<file path="src/rtl/instr_mem_loader.sv">
// Byte-stream program loader: length-prefixed big-endian words into instruction memory; holds cpu_run low until done.
// Optional trailing XOR checksum byte enabled by INSTR_LOADER_CHECKSUM_EN.
module instr_mem_loader #(
  parameter int ADDR_WIDTH = 8,
  parameter int BASE_ADDR  = 0
) (
  input  logic                  clk,
  input  logic                  reset,
  input  logic [7:0]            rx_data,
  input  logic                  rx_valid,
  output logic                  rx_ready,
  output logic                  imem_we,
  output logic [ADDR_WIDTH-1:0] imem_addr,
  output logic [31:0]           imem_wdata,
  output logic                  cpu_run,
  output logic                  load_done,
  output logic                  load_error,
  output logic [ADDR_WIDTH:0]   word_count
);

  typedef enum logic [2:0] {
    S_LEN_HI,
    S_LEN_LO,
    S_DATA,
    S_FLUSH,
`ifdef INSTR_LOADER_CHECKSUM_EN
    S_CHK,
`endif
    S_RUN,
    S_ERR
  } state_t;

  localparam logic [31:0]           CAP  = 32'((1 << ADDR_WIDTH) - BASE_ADDR);
  localparam logic [ADDR_WIDTH-1:0] BASE = ADDR_WIDTH'(BASE_ADDR);

  state_t                state_q, state_d, done_state;
  logic [15:0]           len_q, len_d;
  logic [31:0]           asm_q, asm_d;
  logic [1:0]            cnt_q, cnt_d;
  logic                  we_q, we_d;
  logic [ADDR_WIDTH-1:0] addr_q, addr_d;
  logic [31:0]           wdata_q, wdata_d;
  logic [ADDR_WIDTH:0]   wc_q, wc_d;
  logic                  rdy_q, rdy_d;
  logic                  xfer;
  logic [15:0]           len_full;
`ifdef INSTR_LOADER_CHECKSUM_EN
  logic [7:0]            xor_q, xor_d;
`endif

  assign xfer     = rx_valid && rdy_q;
  assign len_full = {len_q[15:8], rx_data};

`ifdef INSTR_LOADER_CHECKSUM_EN
  assign done_state = S_CHK;
`else
  assign done_state = S_RUN;
`endif

  always_ff @(posedge clk or posedge reset) begin
    if (reset) begin
      state_q <= S_LEN_HI;
      len_q   <= '0;
      asm_q   <= '0;
      cnt_q   <= '0;
      we_q    <= 1'b0;
      addr_q  <= BASE;
      wdata_q <= '0;
      wc_q    <= '0;
      rdy_q   <= 1'b0;
`ifdef INSTR_LOADER_CHECKSUM_EN
      xor_q   <= '0;
`endif
    end else begin
      state_q <= state_d;
      len_q   <= len_d;
      asm_q   <= asm_d;
      cnt_q   <= cnt_d;
      we_q    <= we_d;
      addr_q  <= addr_d;
      wdata_q <= wdata_d;
      wc_q    <= wc_d;
      rdy_q   <= rdy_d;
`ifdef INSTR_LOADER_CHECKSUM_EN
      xor_q   <= xor_d;
`endif
    end
  end

  always_comb begin
    state_d = state_q;
    len_d   = len_q;
    asm_d   = asm_q;
    cnt_d   = cnt_q;
    we_d    = 1'b0;
    addr_d  = addr_q;
    wdata_d = wdata_q;
    // The count advances at the end of the write cycle, so imem_addr used the pre-write count.
    wc_d    = wc_q + (ADDR_WIDTH+1)'(we_q);
`ifdef INSTR_LOADER_CHECKSUM_EN
    xor_d   = xor_q;
`endif
    case (state_q)
      S_LEN_HI: begin
        if (xfer) begin
          len_d[15:8] = rx_data;
          state_d     = S_LEN_LO;
        end
      end
      S_LEN_LO: begin
        if (xfer) begin
          len_d[7:0] = rx_data;
          cnt_d      = '0;
          if (len_full == 16'd0)       state_d = done_state;
          else if (32'(len_full) > CAP) state_d = S_ERR;
          else                          state_d = S_DATA;
        end
      end
      S_DATA: begin
        if (xfer) begin
          asm_d = {asm_q[23:0], rx_data};
          cnt_d = cnt_q + 2'd1;
`ifdef INSTR_LOADER_CHECKSUM_EN
          xor_d = xor_q ^ rx_data;
`endif
          if (cnt_q == 2'd3) begin
            we_d    = 1'b1;
            wdata_d = {asm_q[23:0], rx_data};
            addr_d  = BASE + wc_q[ADDR_WIDTH-1:0];
            // Last word: stop accepting bytes while its write is still in flight.
            if (32'(wc_q) + 32'd1 == 32'(len_q)) state_d = S_FLUSH;
          end
        end
      end
      S_FLUSH: state_d = done_state;
`ifdef INSTR_LOADER_CHECKSUM_EN
      S_CHK: begin
        if (xfer) state_d = (rx_data == xor_q) ? S_RUN : S_ERR;
      end
`endif
      default: state_d = state_q;
    endcase

    rdy_d = (state_d == S_LEN_HI) || (state_d == S_LEN_LO) || (state_d == S_DATA)
`ifdef INSTR_LOADER_CHECKSUM_EN
            || (state_d == S_CHK)
`endif
            ;
  end

  assign rx_ready   = rdy_q;
  assign imem_we    = we_q;
  assign imem_addr  = addr_q;
  assign imem_wdata = wdata_q;
  assign word_count = wc_q;
  assign cpu_run    = (state_q == S_RUN);
  assign load_done  = (state_q == S_RUN);
  assign load_error = (state_q == S_ERR);

endmodule

</file>
<file path="config.mk">
export PLATFORM = sky130hd
export DESIGN_NAME = instr_mem_loader
export DESIGN_NICKNAME = d
export VERILOG_FILES = /design/src/rtl/instr_mem_loader.sv
export SDC_FILE = /design/constraint.sdc
export NUM_CORES = 1
export LEC_CHECK = 0
export ABC_AREA = 1
export CORE_MARGIN = 5
export CORE_UTILIZATION = 48
export DETAILED_ROUTE_END_ITERATION = 8
export GPL_TIMING_DRIVEN = 0
export HOLD_SLACK_MARGIN = 0.02
export MAX_ROUTING_LAYER = met4
export PLACE_DENSITY_LB_ADDON = 0.12
export SYNTH_ARGS = -nofsm -noshare
export SYNTH_HDL_FRONTEND = slang
export SYNTH_SLANG_ARGS = --single-unit
</file>
<file path="constraint.sdc">
create_clock -name clk -period 2.95 [get_ports clk]
set_input_delay 0.59 -clock clk [delete_from_list [all_inputs] [get_ports clk]]
set_output_delay 0.59 -clock clk [all_outputs]
set_load 0.01 [all_outputs]
</file>
After elaboration in Yosys (flattened, before gate mapping)
Cells that the tools add are included.
{ "totals": {"ff_bits": 96, "out_inout_bits": 54, "elab_cells": 51} }
{ "op_classes": {"add_sub_neg": 3, "order_cmp": 1, "eq_ne": 11, "n_mux": 14, "reduce_logical": 12} }
{ "op_table": {"columns": ["operator", "count"], "rows": [
  ["$mux 3", 7],
  ["$eq 10x16->1", 1],
  ["$gt 16x9->1 const B", 1],
  ["$logic_not 16->1", 1],
  ["$pmux 3 s4", 1],
  ["$add 9x1->10 const B", 1],
  ["$add 9x1->9", 1],
  ["$eq 3x2->1 const B", 3],
  ["$eq 3x1->1 const B", 2],
  ["$eq 3x3->1 const B", 2],
  ["$logic_not 3->1", 2],
  ["$reduce_and 2->1", 3],
  ["$reduce_and 3->1", 2],
  ["$mux 2", 2],
  ["$ne 2x2->1 const B", 2],
  ["$pmux 2 s2", 1],
  ["$mux 1", 3],
  ["$add 2x1->2 const B", 1],
  ["$eq 2x2->1 const B", 1],
  ["$logic_or 1x1->1", 2],
  ["$reduce_bool 2->1", 1],
  ["$logic_and 1x1->1", 1]
]} }

Logic depth before layout (Yosys ltp)
Gate-level depths: netlist (run 1).
{ "depth": {"ltp_word": 9, "mapped_depth": 12, "ltp_nobuf": 12} }

Worst setup path before layout (run 1)
No wires, ideal clock.
{ "synth_timing": {"path_kind": "reg2out", "start": "reg state_q[2]", "end": "out load_done", "t_arrival_ns": 0.981, "slack_ns": 1.379, "stages_incl_launch_ff": 4, "path_cell_list": "dfrtp_1 > inv_1 > nor3_1 > buf_4"} }
{ "synth_between": {"elab_chain_cells": 1} }
{ "synth_lines": {"columns": ["item", "line", "rtl"], "rows": [
  ["from (decl)", "36", "state_t state_q, state_d, done_state;"],
  ["from (signal assigned)", "75", "state_q <= state_d;"],
  ["$eq 3x3->1", null, null],
  ["to (decl)", "16", "output logic load_done,"]
]} }
No other way between the ends.

Worst setup path after layout (run 1)
{ "layout_timing": {"start": "reg state_q[2]", "end": "out load_done"} }
{ "layout_between": {"elab_chain_cells": 1} }
{ "layout_lines": {"columns": ["item", "line", "rtl"], "rows": [
  ["$eq 3x3->1", "157", "assign load_done = (state_q == S_RUN);"]
]} }
No other way between the ends.

==> results of run 1 <==
==> flip-flops by register name, indices dropped and copies added (netlist names) <==
signal and count:
cnt_q 2, asm_q 24, word_count 9, rx_ready 1, imem_wdata 32, state_q 3
imem_we 1, len_q 16, imem_addr 8
==> logic make-up after synthesis <==
group | Yosys count | share of synthesized area (%)
buf+inv | 80 | 7.93
simple gates | 195 | 19.7
flops | 96 | 58.6
compound gates | 82 | 10.3
xor+xnor | 11 | 2.35
fa+ha+maj | 4 | 1.22
==> cell usage in the layout (no fill, tap or decap), types with 8 or more instances in the layout <==
cell	count
o21ai_0	46
o21ai_1	31
dfrtp_1	96
inv_1	60
nand2_1	143
clkdlybuf4s50_1	64
nand3_1	18
clkbuf_8	9
nor2_1	20
buf_2	8
==> layout make-up <==
| type | instances | area share (%) |
|---|---|---|
| Inverter | 63 | 4.71 |
| Clock buffer | 10 | 2.50 |
| Tap cell | 105 | 2.58 |
| Buffer | 17 | 1.74 |
| Timing Repair Buffer | 66 | 13.3 |
| Sequential cell | 96 | 47.1 |
| Multi-Input combinational cell | 292 | 27.0 |
| Clock inverter | 6 | 1.03 |
==> critical path: cells and delay by family, from the launching register on <==
kind,cells,cell delay (ns)
and+or+nand+nor,1,0.22
DFF,1,0.46
buffers and inverters,3,0.77
==> per-layer routing <==
metal	wire length, um	vias up	track usage, %
li1	-	1607	-
met1	4420	1552	27.2
met2	4010	65	27.9
met3	344	9	3.75
met4	139	0	5.75
met5	0	-	-
==> per-stage QoR <==
| stage | util (%) | setup WS (ns) | instance area (um^2) |
|---|---|---|---|
| 3_3_place_gp | 59.1 | 0.253 | 4880 |
| 4_1_cts | 61.7 | 0.542 | 5100 |
| 6_report | 61.7 | 0.558 | 5100 |
| 3_5_place_dp | 59.6 | 0.712 | 4920 |
| 5_1_grt | 61.7 | 0.465 | 5100 |
| 2_1_floorplan | - | 1.23 | 4110 |
==> worst paths after layout <==
kind,slack (ns),startpoint,to,cells past startpoint
worst max-delay path,0.56,state_q[2]$_DFF_PP0_,load_done,4
worst min register to register,0.47,imem_addr[1]$_DFFE_PP0P_,imem_addr[1]$_DFFE_PP0P_,2
worst max register to register,1.30,word_count[0]$_DFF_PP0_,rx_ready$_DFF_PP0_,11
max in group asynchronous,1.49,reset,imem_wdata[5]$_DFFE_PP0P_,4
worst min-delay path,0.47,imem_addr[1]$_DFFE_PP0P_,imem_addr[1]$_DFFE_PP0P_,2
min in group asynchronous,0.63,reset,word_count[5]$_DFF_PP0_,2
==> where the power goes <==
part	leakage, uW	switching (uW)	internal (uW)
Sequential	0.00126	0	1310
Combinational	0.000993	38.8	18.6
Clock	0.0000850	478	319
==> results.toml, run 1 <==
[finish]
syn_to_final_growth_pct = 24.3
fill_cells = 753
fin_cells = 655
area.sequential_um2 = 2400
antenna_cells = 0
multiInputGateArea_um2 = 1380
drive_gt1_share_pct = 8.18
fin_nets = 560

[clocking]
postCtsHoldBufs = 0
ctsResizeCount = 0
cts_root_buffer = "clkbuf_8"
cts_setup_buffers = 0
clkSinkCount = 96
insertion_delay_ns = 0.36
htree_levels = 3
cts_made_buffers = 9
max-clock-path-buffers = 2
clkSlewWorstSetupHoldPaths_ns = 0.09
cts_tree = "built"

[timing]
min_period_ns = 2.39
tightest_slew_ns = 0.567
post-route-period-util_pct = 81.1
rsz0062_at_grt = "no"
holdWs_ns = 0.475
relSlewSlack_pct = 62.1
slew_violations = 0
fin_skew_ns = 0.0144
fmax_ghz = 0.418
finalSetupTns_ns = 0
final_hold_viol_count = 0
setup_viol = 0

[global_routing]
grt_start_max_net_pins = 43
grt_overflow = 0
antenna_found_initial = 0
first_global_vias = 3164
grtUsageTotal_pct = 19.1
grt_first_pass_wirelength_um = 15200

[placement]
port_buffers = 64
dpl.hpwl_um = 6590
globalplace.congestion = 0.856
dp_cells = 639

[yosys]
synth_largest_area_cell = "dfrtp_1"
synth_common_cells = "nand2_1 (143), dfrtp_1 (96), inv_1 (61), o21ai_0 (46), o21ai_1 (31)"
ys_top_cells_by_area = "dfrtp_1 (59%), nand2_1 (13%), o21ai_0 (5.6%)"
synth_edf_count = 0
synth.most_common_cell = "nand2_1"
synth_top_area_share_pct = 58.6
syn_area_um2 = 4100
async_flop_share_pct = 100
ys_ff_latch = 96
ys_warn_count = 0
synth-seq-area-share_pct = 58.6
syn_nets = 483
synth_cell_types = 23
synth_cells = 468
synth_ff_type = "dfrtp_1"
syn_area_per_cell_um2 = 8.77

[critical_path]
start_kind = "flop"
crit_type = "reg2out"
endpoint_kind = "output pin"
cp_slowest_cell = "clkdlybuf4s50_1"
required_ns = 2.36
path_max_fanout = 6
arrival_ns = 1.80
crit_chain = "inv_1 > nor3_1 > buf_4 > clkdlybuf4s50_1"
slowest_delay_ns = 0.52

[power_and_ir_drop]
p_per_area_nw_per_um2 = 425
power_uw = 2170
p_leak_uw = 0.00234
ir_drop_mv = 0.342

[floorplanning]
die_w_um = 102
ios = 65
coreArea_um2 = 8260
start_util_pct = 49.7
rows = 33
die_h_um = 102
die_area_um2 = 10500

[detailed_routing]
drc = 0
drt-pass1-iter-count = 4
antenna_left = 0
wl_per_cell_um = 13.6
dr_total_vias = 3233
viasPerCell = 4.94
routed_wl_um = 8910
first_iter_violations = 132

[min_path]
hold_path_class = "reg2reg"

[status]
status = "completed"

[run]
cap_violations = 0
Note: power is estimated with default switching activity, not from simulation.
==> run 2: changes to the inputs <==
- CORE_UTILIZATION: 48 -> 53
- clock period: 2.95 -> 2.4 ns (I/O delays scaled with it)
==> run 2 against run 1 <==
Die area is 8.5% lower. Worst setup slack worse by 0.42 ns. Critical path depth unchanged. Routed wire length decreased by 3.2%. Clock power grew 25%. Global-route usage is 0.86 points higher. Via count is 0.77% lower. Critical endpoint unchanged. Largest cell class unchanged.
==> results.toml, run 2 (synthesized netlist as in run 1, its figures left out) <==
[timing]
relSlewSlack_pct = 66.6
fin_skew_ns = 0.0103
tightest_slew_ns = 0.497
holdWs_ns = 0.411
fmax_ghz = 0.441
finalSetupTns_ns = 0
post-route-period-util_pct = 94.4
slew_violations = 0
rsz0062_at_grt = "no"
min_period_ns = 2.27
final_hold_viol_count = 0
setup_viol = 0

[finish]
layout_commonest_cell = "nand2_1"
fill_cells = 678
largest_reg_flops = 32
fin_nets = 560
fin_cells = 652
syn_to_final_growth_pct = 24.3
stdcell_area_um2 = 5100
mostFrequentLayoutCells = "nand2_1 (143), dfrtp_1 (96), clkdlybuf4s50_1 (64), inv_1 (60), o21ai_0 (46)"
antenna_cells = 0
drive_gt1_share_pct = 8.36

[clocking]
cts_setup_buffers = 0
clkSlewWorstSetupHoldPaths_ns = 0.09
cts_tree = "built"
insertion_delay_ns = 0.37
max-clock-path-buffers = 2
ctsResizeCount = 0
cts_made_buffers = 9
postCtsHoldBufs = 0
clkSinkCount = 96
htree_levels = 3
cts_root_buffer = "clkbuf_8"

[detailed_routing]
viasPerCell = 4.92
first_iter_violations = 134
wl_per_cell_um = 13.2
drc = 0
dr_total_vias = 3208
drt-pass1-iter-count = 4
antenna_left = 0
routed_wl_um = 8630

[power_and_ir_drop]
p_per_area_nw_per_um2 = 528
power_uw = 2690
ir_drop_mv = 0.351
p_leak_uw = 0.00235

[critical_path]
start_kind = "flop"
ff2ff_path_depth = 11
r2r-start = "word_count[0]$_DFF_PP0_"
reg2reg_slack_ns = 0.76
arrival_ns = 1.79
crit_type = "reg2out"
worst_r2r_endpoint = "rx_ready$_DFF_PP0_"
path_max_fanout = 6
required_ns = 1.92
endpoint_kind = "output pin"

[global_routing]
antenna_found_initial = 0
grt_start_max_net_pins = 45
grt_first_pass_wirelength_um = 15100
grt_overflow = 0
first_global_vias = 3212
grtUsageTotal_pct = 20.0

[status]
status = "completed"

[floorplanning]
die_w_um = 98.0
rows = 32
coreArea_um2 = 7650
ios = 65
die_h_um = 98.0
start_util_pct = 53.6
die_area_um2 = 9600

[run]
cap_violations = 0

[placement]
globalplace.congestion = 0.888
dpl_cell_area_um2 = 4910
port_buffers = 64
dp_cells = 636
dpl.hpwl_um = 6350

[min_path]
hold_path_class = "in2async"
run 2: critical path, cell delays in order (launching register included):
cell	delay [ns]
dfrtp_1	0.44
inv_1	0.09
nor3_1	0.22
buf_4	0.16
clkdlybuf4s50_1	0.52
run 2: layout make-up:
cell class                 instances  area, um^2  area share (%)
sequential                        96        2400            47.1
multi-input combinational        292        1380            27.0
timing repair buffer              66         681            13.3
inverter                          63         240            4.71
tap                              102         128            2.50
clock buffer                       9         124            2.43
buffer                            17        88.8            1.74
clock inverter                     7        61.3            1.20
run 2: through the flow:
step                      setup slack [ns]  utilization (%)
after detailed placement             0.252             64.3
after floorplan                      0.786                -
after global placement              -0.169             63.7
final                                0.135             66.7
after CTS                            0.104             66.7
after global routing                0.0327             66.7
run 2: layer usage:
layer  global-route usage, %  vias to the layer above  part of all wire (%)
li1                        -                     1621                     -
met4                    8.31                        0                   1.9
met5                       -                        -                     0
met1                    28.0                     1502                    49
met3                    3.14                       14                   4.2
met2                    29.3                       71                    45
run 2: worst max path at each step:
stage,start,to,cells after the start
2_1_floorplan,reset,asm_q[0]$_DFFE_PP0P_,1
4_1_cts,state_q[2]$_DFF_PP0_,load_done,4
5_1_grt,state_q[2]$_DFF_PP0_,load_done,4
3_5_place_dp,rx_data[3],rx_ready$_DFF_PP0_,7
6_report,state_q[2]$_DFF_PP0_,load_done,4
3_3_place_gp,reset,rx_ready$_DFF_PP0_,2
run 2: report_power, final:
part / internal (uW) / leakage, uW / total, uW / switching, uW
registers: 1620 / 0.00126 / 1620 / 0
clock network: 401 / 0.0000945 / 1000 / 604
logic: 23.0 / 0.000993 / 70.5 / 47.5
==> run 3: changes to the inputs <==
- ABC_AREA: 1 -> 0
- CORE_MARGIN: 5 -> 2
==> run 3 against run 2 <==
Die area fell by 13%. Synthesized area fell by 1.2%. Synthesized cell count fell by 39%. First-iteration DRC count fell by 23%. Critical path type is now reg2reg. Routed wire length fell by 14%. Utilization rose by 2.5 points. Clock skew rose by 0.0012 ns. Highest routed layer unchanged. Sequential share of layout area rose by 0.28 points. Register-to-register slack got worse by 0.69 ns. Critical path depth rose by 1. Sequential power barely moved. Worst setup slack got worse by 0.060 ns. Largest cell class unchanged.
==> results.toml, run 3 <==
[yosys]
ys_top_cells_by_area = "dfrtp_1 (59%), mux2_1 (22%), xnor2_1 (1.9%)"
synth.most_common_cell = "dfrtp_1"
synth_compound_area_share_pct = 4.29
synth_cells = 284
ys_ff_latch = 96
synth_common_cells = "dfrtp_1 (96), mux2_1 (78), xnor2_1 (9)"
syn_nets = 299
syn_area_um2 = 4050
syn_area_per_cell_um2 = 14.3
async_flop_share_pct = 100
yosys.area_share.adder_pct = 1.23
synth_top_family_by_area = "multiplexers"
synth-seq-area-share_pct = 59.3
yosys.area_share.simple_pct = 7.38
synth_edf_count = 0
synth_ff_type = "dfrtp_1"
synth_xor_area_share_pct = 3.67
synthMuxAreaShare_pct = 22.2
synth_cell_types = 43
synth_largest_area_cell = "dfrtp_1"
synth_top_area_share_pct = 59.3
ys_warn_count = 0

[clocking]
cts_tree = "built"
max-clock-path-buffers = 2
cts_made_buffers = 9
clkSlewWorstSetupHoldPaths_ns = 0.10
cts_setup_buffers = 0
insertion_delay_ns = 0.36
clkSinkCount = 96
htree_levels = 3
cts_root_buffer = "clkbuf_8"

[detailed_routing]
wl_per_cell_um = 16.1
dr_total_vias = 2500
routed_wl_um = 7450
first_iter_violations = 103
viasPerCell = 5.39
drt-pass1-iter-count = 4
antenna_left = 0
drc = 0

[placement]
dp_cells = 449
globalplace.congestion = 0.783
dpl_cell_area_um2 = 4860
dpl.hpwl_um = 5400
port_buffers = 64

[power_and_ir_drop]
seqPwrFrac_pct = 60.3
p_comb_share_pct = 2.5
p_per_area_nw_per_um2 = 529
p_sw_uw = 644
p_leak_uw = 0.00248
switching_share_pct = 24.0
power.internal_uw = 2040
power_frac_clock_pct = 37.2
ir_drop_mv = 0.386

[critical_path]
crit_type = "reg2reg"
r2r-start = "len_q[10]$_DFFE_PP0P_"
reg2reg_slack_ns = 0.07
worst_r2r_endpoint = "rx_ready$_DFF_PP0_"
path_max_fanout = 2
start_kind = "flop"
required_ns = 2.65
ff2ff_path_depth = 5
endpoint_kind = "flop"
arrival_ns = 2.58

[global_routing]
antenna_found_initial = 0
first_global_vias = 2533
grt_start_max_net_pins = 39
grtUsageTotal_pct = 20.1
grt_first_pass_wirelength_um = 12800
grt_overflow = 0

[run]
cap_violations = 0

[min_path]
hold_path_class = "in2async"

[timing]
rsz0062_at_grt = "no"
relSlewSlack_pct = 30.8
holdWs_ns = 0.481
fmax_ghz = 0.430
final_hold_viol_count = 0
setup_viol = 0
fin_skew_ns = 0.0116
post-route-period-util_pct = 96.9
slew_violations = 0
min_period_ns = 2.33
tightest_slew_ns = 1.04

[finish]
largest_reg_flops = 32
stdcell_area_um2 = 5070
syn_to_final_growth_pct = 25.1
drive_gt1_share_pct = 9.59
fill_cells = 531
mostFrequentLayoutCells = "dfrtp_1 (95), mux2_1 (78), clkdlybuf4s50_1 (64), xnor2_1 (9), clkbuf_8 (9)"
fin_nets = 375
fin_cells = 464
utilization_pct = 69.2
antenna_cells = 0
layout_commonest_cell = "dfrtp_1"

[floorplanning]
coreArea_um2 = 7330
start_util_pct = 55.3
die_h_um = 91.5
ios = 65
die_area_um2 = 8360
rows = 31
die_w_um = 91.5

[status]
status = "completed"
## run 3: cell types whose count changed after synthesis, moves of 4 or more
cell     change
nand2_1    -137
mux2_1      +78
inv_1       -58
o21ai_0     -42
o21ai_1     -30
nor2_1      -12
nand3_1     -11
buf_2        -8
or4_1        +5
xnor2_1      +5
or3_1        +4
## run 3: cells by family (layout without fill, tap and decap cells)
group	Yosys count	in the layout
AND/OR/NAND/NOR	49	49
AO/OA/AOI/OAI	23	23
multiplexers	80	80
adder cells (fa/ha/maj)	4	4
XOR/XNOR	17	17
flip-flops	96	96
buffers and inverters	15	96
## run 3: worst max-delay path by stage
stage | start | endpoint | slack (ns) | depth (start not counted)
2_1_floorplan | len_q[10]$_DFFE_PP0P_ | rx_ready$_DFF_PP0_ | 0.23 | 5
3_3_place_gp | rx_valid | rx_ready$_DFF_PP0_ | -0.27 | 6
3_5_place_dp | rx_valid | rx_ready$_DFF_PP0_ | -0.27 | 6
4_1_cts | len_q[10]$_DFFE_PP0P_ | rx_ready$_DFF_PP0_ | 0.007 | 5
5_1_grt | len_q[10]$_DFFE_PP0P_ | rx_ready$_DFF_PP0_ | 0.02 | 5
6_report | len_q[10]$_DFFE_PP0P_ | rx_ready$_DFF_PP0_ | 0.07 | 5
## run 3: layer usage
layer | vias to the layer above | GRT usage (%) | routed length, um
li1 | 1181 | - | -
met5 | - | - | 0
met3 | 12 | 2.99 | 188
met2 | 54 | 31.4 | 3620
met1 | 1253 | 26.5 | 3480
met4 | 0 | 8.21 | 167
## run 3: layout make-up
cell class,count,area (um^2),share of cell area (%)
tap,99,124,2.44
buffer,11,63.8,1.26
timing repair buffer,66,681,13.4
inverter,3,15.0,0.296
sequential,96,2400,47.4
clock buffer,9,124,2.44
clock inverter,7,61.3,1.21
multi-input combinational,173,1600,31.5
## run 3: worst max-delay path: stages (launching register included)
cell and delay, ns:
dfrtp_1 0.38, or4_1 0.56, or4_4 0.52, a2111oi_4 0.35, o2111ai_2 0.20, a31o_1 0.21
## run 3: power groups by stage
stage / combinational, uW / clock [uW] / sequential (uW)
4_1_cts: 69.6 / 1030 / 1620
3_5_place_dp: 69.7 / 0 / 1650
3_3_place_gp: 61.0 / 0 / 1650
5_1_grt: 76.5 / 1110 / 1620
2_1_floorplan: 25.3 / 0 / 1650
6_report: 66.6 / 998 / 1620
## run 3: repair_timing
| action | CTS | global route |
|---|---|---|
| endpoints found under the setup margin | 1 | 2 |
| resized for setup | 3 | 2 |
| pin swaps | 1 | 2 |
| hold buffers | 0 | 0 |
| endpoints found under the hold margin | 0 | 0 |
## run 3: metrics by stage
step | power (uW) | TNS [ns] | worst slack [ns]
after floorplan | 1670 | 0 | 0.225
after global placement | 1710 | -27.47 | -0.270
after detailed placement | 1720 | -10.43 | -0.268
after CTS | 2720 | 0 | 0.00720
after global routing | 2800 | 0 | 0.0192
final | 2680 | 0 | 0.0744
